## config.mk

```make
export PLATFORM = sky130hd
export DESIGN_NAME = datastore_ctrl
export DESIGN_NICKNAME = d
export VERILOG_FILES = /design/src/rtl/datastore_ctrl.sv
export SDC_FILE = /design/constraint.sdc
export NUM_CORES = 1
export LEC_CHECK = 0
export ABC_AREA = 1
export BUFFER_PORTS_ARGS = -buffer_cell sky130_fd_sc_hd__clkbuf_2
export CAP_MARGIN = 5
export CORE_MARGIN = 10
export CORE_UTILIZATION = 39
export DETAILED_ROUTE_END_ITERATION = 8
export GPL_TIMING_DRIVEN = 0
export HOLD_SLACK_MARGIN = 0.08
export PLACE_DENSITY = 0.71
export SLEW_MARGIN = 20
export SYNTH_ARGS = -nofsm -noshare
export SYNTH_HDL_FRONTEND = slang
export SYNTH_SLANG_ARGS = --single-unit
export TNS_END_PERCENT = 30
```

## constraint.sdc

```tcl
create_clock -name clk -period 1.94 [get_ports clk]
set_clock_uncertainty 0.15 [all_clocks]
set_input_delay 0.194 -clock clk [delete_from_list [all_inputs] [get_ports clk]]
set_output_delay 0.194 -clock clk [all_outputs]
set_load 0.02 [all_outputs]
```

## src/rtl/datastore_ctrl.sv

```systemverilog
// Sequences PS/2 scan bytes into the 28-byte message datastore: release filtering, backspace,
// input-full, Enter completion with ack handshake. Optional zero-fill on start: DATASTORE_CLEAR_EN.
module datastore_ctrl #(
  parameter int                 DEPTH      = 28,
  parameter int                 IDX_W      = 5,
  parameter int                 DATA_W     = 8,
  parameter logic [DATA_W-1:0]  BREAK_CODE = 8'hF0,
  parameter logic [DATA_W-1:0]  EXT_CODE   = 8'hE0,
  parameter logic [DATA_W-1:0]  ENTER_CODE = 8'h5A,
  parameter logic [DATA_W-1:0]  BKSP_CODE  = 8'h66
) (
  input  logic              clk,
  input  logic              reset,
  input  logic [DATA_W-1:0] ps2_byte,
  input  logic              ps2_valid,
  input  logic              start,
  input  logic              msg_ack,
  output logic [IDX_W-1:0]  wr_index,
  output logic [DATA_W-1:0] wr_data,
  output logic              wr_en,
  output logic [IDX_W:0]    count,
  output logic              full,
  output logic              busy,
  output logic              msg_done
);

  typedef enum logic [2:0] {
    S_IDLE,
    S_CAPTURE,
    S_BREAK,
    S_DONE
`ifdef DATASTORE_CLEAR_EN
    , S_CLEAR
`endif
  } state_t;

  localparam logic [IDX_W:0]   DEPTH_CNT = (IDX_W+1)'(DEPTH);
  localparam logic [IDX_W:0]   CNT_ONE   = (IDX_W+1)'(1);

`ifdef DATASTORE_CLEAR_EN
  localparam state_t           START_DEST = S_CLEAR;
  localparam logic [IDX_W-1:0] LAST_IDX   = IDX_W'(DEPTH - 1);
  localparam logic [IDX_W-1:0] IDX_ONE    = IDX_W'(1);
`else
  localparam state_t           START_DEST = S_CAPTURE;
`endif

  state_t              state, state_n;
  logic [IDX_W:0]      count_n, count_dec;
  logic [IDX_W-1:0]    wr_index_n;
  logic [DATA_W-1:0]   wr_data_n;
  logic                wr_en_n, msg_done_n, full_n, busy_n;
`ifdef DATASTORE_CLEAR_EN
  logic [IDX_W-1:0]    clr_idx, clr_idx_n;
`endif

  assign count_dec = count - CNT_ONE;

  // NOTE: every variable assigned here gets a default first, so no path can infer a latch.
  always_comb begin
    state_n    = state;
    count_n    = count;
    wr_en_n    = 1'b0;
    wr_index_n = wr_index;
    wr_data_n  = wr_data;
    msg_done_n = msg_done;
`ifdef DATASTORE_CLEAR_EN
    clr_idx_n  = clr_idx;
`endif

    unique case (state)
      S_IDLE: begin
        if (start) begin
          count_n = '0;
          state_n = START_DEST;
`ifdef DATASTORE_CLEAR_EN
          clr_idx_n = '0;
`endif
        end
      end

      S_CAPTURE, S_BREAK: begin
        // start outranks a simultaneous byte, which is simply dropped
        if (start) begin
          count_n = '0;
          state_n = START_DEST;
`ifdef DATASTORE_CLEAR_EN
          clr_idx_n = '0;
`endif
        end else if (ps2_valid) begin
          if (state == S_BREAK) begin
            state_n = S_CAPTURE;
          end else if (ps2_byte == BREAK_CODE) begin
            state_n = S_BREAK;
          end else if (ps2_byte == EXT_CODE) begin
            state_n = S_CAPTURE;
          end else if (ps2_byte == ENTER_CODE) begin
            msg_done_n = 1'b1;
            state_n    = S_DONE;
          end else if (ps2_byte == BKSP_CODE) begin
            if (count != '0) begin
              wr_en_n    = 1'b1;
              wr_index_n = count_dec[IDX_W-1:0];
              wr_data_n  = '0;
              count_n    = count_dec;
            end
          end else if (count < DEPTH_CNT) begin
            wr_en_n    = 1'b1;
            wr_index_n = count[IDX_W-1:0];
            wr_data_n  = ps2_byte;
            count_n    = count + CNT_ONE;
          end
        end
      end

      S_DONE: begin
        if (msg_ack) begin
          msg_done_n = 1'b0;
          state_n    = S_IDLE;
        end
      end

`ifdef DATASTORE_CLEAR_EN
      S_CLEAR: begin
        wr_en_n    = 1'b1;
        wr_index_n = clr_idx;
        wr_data_n  = '0;
        if (clr_idx == LAST_IDX) begin
          count_n = '0;
          state_n = S_CAPTURE;
        end else begin
          clr_idx_n = clr_idx + IDX_ONE;
        end
      end
`endif

      default: state_n = S_IDLE;
    endcase

    // busy and full are registered alongside the state/count they describe
    busy_n = (state_n != S_IDLE) && (state_n != S_DONE);
    full_n = (count_n == DEPTH_CNT);
  end

  // NOTE: sequential state uses non-blocking assignments so all registers update together.
  always_ff @(posedge clk or posedge reset) begin
    if (reset) begin
      state    <= S_IDLE;
      count    <= '0;
      wr_en    <= 1'b0;
      wr_index <= '0;
      wr_data  <= '0;
      msg_done <= 1'b0;
      full     <= 1'b0;
      busy     <= 1'b0;
`ifdef DATASTORE_CLEAR_EN
      clr_idx  <= '0;
`endif
    end else begin
      state    <= state_n;
      count    <= count_n;
      wr_en    <= wr_en_n;
      wr_index <= wr_index_n;
      wr_data  <= wr_data_n;
      msg_done <= msg_done_n;
      full     <= full_n;
      busy     <= busy_n;
`ifdef DATASTORE_CLEAR_EN
      clr_idx  <= clr_idx_n;
`endif
    end
  end

endmodule
```

## Yosys cells after proc, flatten, opt, wreduce, memory -nomap -nowiden

Index checks and enable logic that the tools add are counted.

- Flip-flop bits (word level): 26
- Bits of input ports: 13

- Add/subtract/negate cells: 2
- Mux-type cells: 44
- Bitwise operators: 5
- Equality and inequality tests: 17
- Reductions and logical operators: 9
- Magnitude comparators: 1

Operators by type and width:

| cell | count |
|---|---|
| 2-to-1 mux 6 bit | 10 |
| 2-to-1 mux 3 bit | 8 |
| 2-to-1 mux 8 bit | 3 |
| 2-to-1 mux 1 bit | 17 |
| == test 8 x 7 -> 1 bit (second input constant) | 2 |
| == test 8 bit (second input constant) | 2 |
| 2-to-1 mux 5 bit | 3 |
| != test 2 bit (second input constant) | 7 |
| case mux 6 bit (2 select lines) | 1 |
| case mux 3 bit (3 select lines) | 1 |
| AND reduction 9 bit | 1 |
| AND reduction 8 bit | 1 |
| adder 6 x 1 -> 6 bit (second input constant) | 1 |
| == test 3 x 2 -> 1 bit (second input constant) | 2 |
| == test 6 x 5 -> 1 bit (second input constant) | 1 |
| < comparator 6 x 5 -> 1 bit (second input constant) | 1 |
| nonzero test 6 bit | 1 |
| subtractor 6 x 1 -> 6 bit (second input constant) | 1 |
| inverter 1 bit | 5 |
| nonzero test 2 bit | 2 |
| == test 3 x 1 -> 1 bit (second input constant) | 1 |
| zero test 3 bit | 1 |
| != test 3 x 2 -> 1 bit (second input constant) | 1 |
| nonzero test 3 bit | 1 |
| 4 further kinds | 4 |

## Depth between registers and ports, before layout

- Depth in word-level cells: 11
- Mapped depth: 15

## Least setup slack after synthesis

No wires, ideal clock.

- Path kind: reg2reg
- Start: register count[0]
- End: register wr_data[1]
- Clock period less this slack: 1.971 ns
- Path slack: -0.031 ns
- Path buffers: 1
- Data required time: 1.664 ns
- Cell stages (with the launch flop): 12
- Arrival time: 1.695 ns
- Cell sequence: dfrtp_1 -> inv_1 -> ha_1 -> nand3_1 -> inv_2 -> nand2_1 -> nor2_2 -> nor2_2 -> nand3_2 -> buf_6 -> nand2_1 -> o31ai_1

- Longest elaborated chain between the ends: 3
- Elaborated cells between the ends (all ways): 5
- Classes of those cells: 1 x order compare; 1 x eq/ne; 3 x reduce/logical

Ends and longest elaborated chain:

| item | RTL line | source |
|---|---|---|
| start, declared | 21 | `output logic [IDX_W:0] count,` |
| start signal, assigned | 161 | `count <= count_n;` |
| < comparator 6 x 5 -> 1 bit or nonzero test 6 bit (tied branches) | 107, 101 |  |
| nonzero test 2 bit (no line) or != test 2 x 1 -> 1 bit (tied branches) | n/a |  |
| AND reduction 9 bit (no line) (*) | n/a |  |
| end signal, assigned | 164 | `wr_data <= wr_data_n;` |
| end, declared | 19 | `output logic [DATA_W-1:0] wr_data,` |

Mark *: on every way between the ends. The rest lies on a longest branch, timed or not.
A chain may end at the register's enable or synchronous reset.

## Worst setup path in the final report

- Start: input ps2_byte[1]
- End: register full

- Longest elaborated chain between the ends: 10
- Elaborated cells between the ends (all ways): 13
- Classes of those cells: 5 x eq/ne; 8 x mux

Ends and longest elaborated chain:

| item | RTL line | source |
|---|---|---|
| start, declared | 14 | `input logic [DATA_W-1:0] ps2_byte,` |
| == test 8 x 7 -> 1 bit | 100 | `end else if (ps2_byte == BKSP_CODE) begin` |
| 2-to-1 mux 6 bit | 100 |  |
| 2-to-1 mux 6 bit | 97 | `end else if (ps2_byte == ENTER_CODE) begin` |
| 2-to-1 mux 6 bit | 95 | `end else if (ps2_byte == EXT_CODE) begin` |
| 2-to-1 mux 6 bit (*) | 93 | `end else if (ps2_byte == BREAK_CODE) begin` |
| 2-to-1 mux 6 bit (*) | 91 | `if (state == S_BREAK) begin` |
| 2-to-1 mux 6 bit (*) | 90 | `end else if (ps2_valid) begin` |
| 2-to-1 mux 6 bit (*) | 84 | `if (start) begin` |
| case mux 6 bit (2 select lines) (*) | 71 | `unique case (state)` |
| named net count_n[5] | 49 | `logic [IDX_W:0] count_n, count_dec;` |
| == test 6 x 5 -> 1 bit (*) | 142 | `full_n = (count_n == DEPTH_CNT);` |
| named net full_n | 52 | `logic wr_en_n, msg_done_n, full_n, busy_n;` |
| end signal, assigned | 166 | `full <= full_n;` |
| end, declared | 22 | `output logic full,` |

Mark *: on every way through the listed nets, which the timed path passes. The rest lies on a longest branch.

==> results by stage <==
Clock network:
- The clock tree from TritonCTS is built.
- The insertion delay of the later-clocked pin in the worst-skew pair is 0.27 ns.
- The clock-pin slew reported for the worst setup and hold paths after clock tree synthesis is 0.09 ns.
- Buffers inserted during clock tree synthesis total 3.
- The clock sink total is 26.
- The tree is rooted in a sky130_fd_sc_hd__clkbuf_8.
- The number of H-tree levels is 1.
- The longest clock path from root to sink contains 2 buffers.

Floorplan:
- Measured along the x axis, the die boundary spans 85.9 um.
- The die covers 7370 um^2.
- The number of core rows is 23.
- The initial standard-cell utilization of the core is 41.4%.
- 36 I/O pins were placed.
- From bottom edge to top edge, the die measures 85.9 um.
- The core region is 4090 um^2.

Yosys:
- The multiplexer area fraction after synthesis is 0%.
- The adder and majority cell fraction of the synthesized area is 1.48%.
- The area of the mapped netlist is 1690 um^2.
- The fraction of the mapped netlist area in compound gates is 13.5%.
- The largest family of logic cells by synthesized area is simple AND/OR/NAND/NOR gates.
- The post-synthesis xor/xnor area fraction is around 1.6%.
- The synthesis warning total is 0.
- A synthesized cell averages 7.17 um^2.
- The proportion of synthesized chip area in sequential cells is 38.5%.
- The cell count after synthesis came out at approximately 240.
- Summing the areas of all and, or, nand and nor instances in the mapped netlist gives 35.6% of the synthesized area.
- When the netlist entered floorplanning its net count stood at about 250.
- Counting distinct cell types in the post-synthesis netlist gives 30.
- The number of storage elements in the synthesis netlist is 26.

Power:
- Power spread over the standard cell area amounts to ~840 nW/um^2.
- Total power for the finished layout comes to around 1900 uW.
- The largest vdd supply drop is ~0.00043 V.
- In this run the static leakage power is 0.00116 uW.

Routing:
- The final layout contains routed wiring with a total length of 4.17 mm.
- The count of vias placed by the detailed router is ~1700.
- The average wire per cell in the routed design is 12.2 um.
- Using the TritonRoute via totals, the vias-per-cell ratio works out to 4.94.
- For this block, the initial DRC count from the detailed router was 127.
- The count of TritonRoute iterations in the first routing pass is 4.
- For this run, design rule violations remaining after detail routing come to 0.
- The detail route stage leaves a number of antenna-violating nets equal to 0.

Finish:
- The most common library cell in the layout ignoring fill and taps is sky130_fd_sc_hd__nand2_1.
- The post-route core utilization is about 54%.
- In the layout the commonest cells are 70 x sky130_fd_sc_hd__nand2_1, 35 x sky130_fd_sc_hd__clkbuf_2, 27 x sky130_fd_sc_hd__nor2_1.
- In the final layout, the share of cells above drive strength 1 is 35.1%.
- The net count reported at finish is 307.
- The number of non-filler instances in the completed layout is roughly 340.
- The count of inserted antenna diode cells is 0.
- The area growth from synthesis to layout is 30.7%.

Placement:
- The number of placed instances, taps included, is 321.
- The routability-driven placement congestion ratio is around 0.85.
- Port buffering added 35 buffers.
- The sum of net half-perimeters after detailed placement is a little over 3 mm.

Timing:
- The tightest hold margin is 0.0769 ns.
- The accumulated negative setup slack is 0 ns.
- Measured against its own limit, the worst slew margin works out to 37.8%.
- The clock period minus final worst setup slack is 1.86 ns.
- The worst path uses between 90% and 100% of the clock period.
- The final hold violation count is 0.
- For this run, the top clock speed supported by timing is approximately 540 MHz.
- At the pin with the least slew margin, the transition time is 0.927 ns.
- The number of pins exceeding their max-slew limit in the final report came to 0.
- The total of endpoints with negative setup slack in the final report is 0.
- Setup repair after global routing could not meet its margin everywhere.

Worst setup path:
- The data required time of the worst path is ~2 ns.
- The kind of critical path is in -> reg.
- The data arrival time of the worst path is 1.92 ns.
- STA classifies the critical path endpoint as a flip-flop.
- The type of element launching the critical path is an input port.
- In this run the worst path has a maximum fanout of 8.

Status:
- The flow ran to the end, and the final reports show no timing, DRC or antenna violations.

Hold path:
- The kind of path behind the tightest hold check is in -> reg.

Global route:
- Across every metal layer, demand over resource in global routing totals 11.0%.
- The first global-routing pass estimated 6.87 mm of wire.
- The remaining global-route overflow is 0.
- The number of global-route vias before repair is around 1600.
- The maximum number of pins on one net before global-route repair is 27.
- The initial antenna violation count is 0.

Run:
- The tool flagged a number of max-cap violations equal to 0.
[final cells by class]
type / count / area (um^2)
fill: 412 / 1880
multi-input combinational: 174 / 938
sequential: 26 / 657
timing repair buffer: 51 / 322
inverter: 33 / 133
tap: 50 / 62.6
clock buffer: 3 / 41.3
clock inverter: 1 / 30.0
buffer: 3 / 27.5
[registers in the layout (all words and copies together) (netlist names)]
register and cells:
wr_data 8, count 6, wr_index 5, state 3, busy 1, full 1
msg_done 1, wr_en 1
[per-stage QoR]
stage	cell area, um^2	worst slack, ns
5_1_grt	2210	-0.0520
3_3_place_gp	1930	-0.126
4_1_cts	2100	0.00454
6_report	2210	0.0841
2_1_floorplan	1690	0.0608
3_5_place_dp	1930	-0.104
[Yosys cell counts]
library cell               number  area (um^2)
sky130_fd_sc_hd__inv_4          1         6.26
sky130_fd_sc_hd__nand2_4        1         11.3
sky130_fd_sc_hd__o31ai_1        3         22.5
sky130_fd_sc_hd__a21oi_2        2         17.5
sky130_fd_sc_hd__inv_1         22         82.6
sky130_fd_sc_hd__o21ai_1        3         15.0
sky130_fd_sc_hd__nand3_1       16         80.1
sky130_fd_sc_hd__clkinv_2       1         5.00
sky130_fd_sc_hd__nand2_1       71          267
sky130_fd_sc_hd__inv_2          9         33.8
sky130_fd_sc_hd__a31oi_1        2         12.5
sky130_fd_sc_hd__a21oi_1        7         35.0
sky130_fd_sc_hd__o41ai_1        1         8.76
sky130_fd_sc_hd__o21ai_0        6         30.0
sky130_fd_sc_hd__nor2_2         5         31.3
sky130_fd_sc_hd__or2_2          1         6.26
sky130_fd_sc_hd__nand3_2        2         20.0
sky130_fd_sc_hd__nor4_4         1         21.3
sky130_fd_sc_hd__nand2_2        3         18.8
sky130_fd_sc_hd__nand4_1        1         6.26
sky130_fd_sc_hd__o21ai_2       10         87.6
sky130_fd_sc_hd__nor2_4         2         22.5
sky130_fd_sc_hd__xor2_1         3         26.3
sky130_fd_sc_hd__buf_2          1         5.00
sky130_fd_sc_hd__dfrtp_1       26          651
sky130_fd_sc_hd__buf_6          2         22.5
sky130_fd_sc_hd__conb_1         1         3.75
sky130_fd_sc_hd__nor3_1         1         5.00
sky130_fd_sc_hd__ha_1           2         25.0
sky130_fd_sc_hd__nor2_1        30          113
[worst max-delay path: stages]
cell	delay [ns]
sky130_fd_sc_hd__clkbuf_2	0.09
sky130_fd_sc_hd__dlygate4sd3_1	0.57
sky130_fd_sc_hd__inv_1	0.08
sky130_fd_sc_hd__nand2_1	0.08
sky130_fd_sc_hd__nor2_4	0.13
sky130_fd_sc_hd__o21ai_2	0.09
sky130_fd_sc_hd__nand2_4	0.12
sky130_fd_sc_hd__nor2_1	0.05
sky130_fd_sc_hd__nand2_1	0.05
sky130_fd_sc_hd__nand2_1	0.05
sky130_fd_sc_hd__nand2_1	0.05
sky130_fd_sc_hd__nand2_1	0.07
sky130_fd_sc_hd__nor2_1	0.11
sky130_fd_sc_hd__nand2_1	0.07
sky130_fd_sc_hd__nor2_2	0.10
[final timing paths]
path	slack, ns	endpoint	depth (start not counted)	from
worst min-delay path	0.08	state[1]	4	msg_ack
max in group asynchronous	0.80	count[1]	3	reset
worst max register to register	0.12	count[1]	12	count[1]
worst max-delay path	0.08	full	15	ps2_byte[1]
worst min register to register	0.34	wr_index[4]	2	wr_index[4]
min in group asynchronous	0.37	state[2]	3	reset
[power by group]
part / internal, uW / switching [uW]
Clock: 276 / 179
Combinational: 272 / 420
Sequential: 637 / 68.0
Total: 1180 / 666
[metal layers]
layer  GRT usage, %  part of all wire [%]  wire, um  up-vias
met4           3.89                   1.8        75        0
li1               -                     -         -      858
met1           12.4                    43      1780      774
met3           3.41                   7.0       293        9
met5              0                     0         0        -
met2           19.1                    48      2020       42
[logic make-up after synthesis]
| family | after synthesis |
|---|---|
| buf+inv | 36 |
| fa+ha+maj | 2 |
| other cells | 1 |
| compound gates | 34 |
| simple gates | 134 |
| xor+xnor | 3 |
| flops | 26 |
[repair_timing]
| item | CTS | global route |
|---|---|---|
| gates resized for setup | 2 | 20 |
| pin swaps | 1 | 11 |
| hold buffers | 9 | 0 |
| endpoints found under the setup margin | 16 | 17 |
| buffers inserted | 0 | 7 |
| endpoints found under the hold margin | 34 | 0 |
Power figures use the tool's default switching activity.
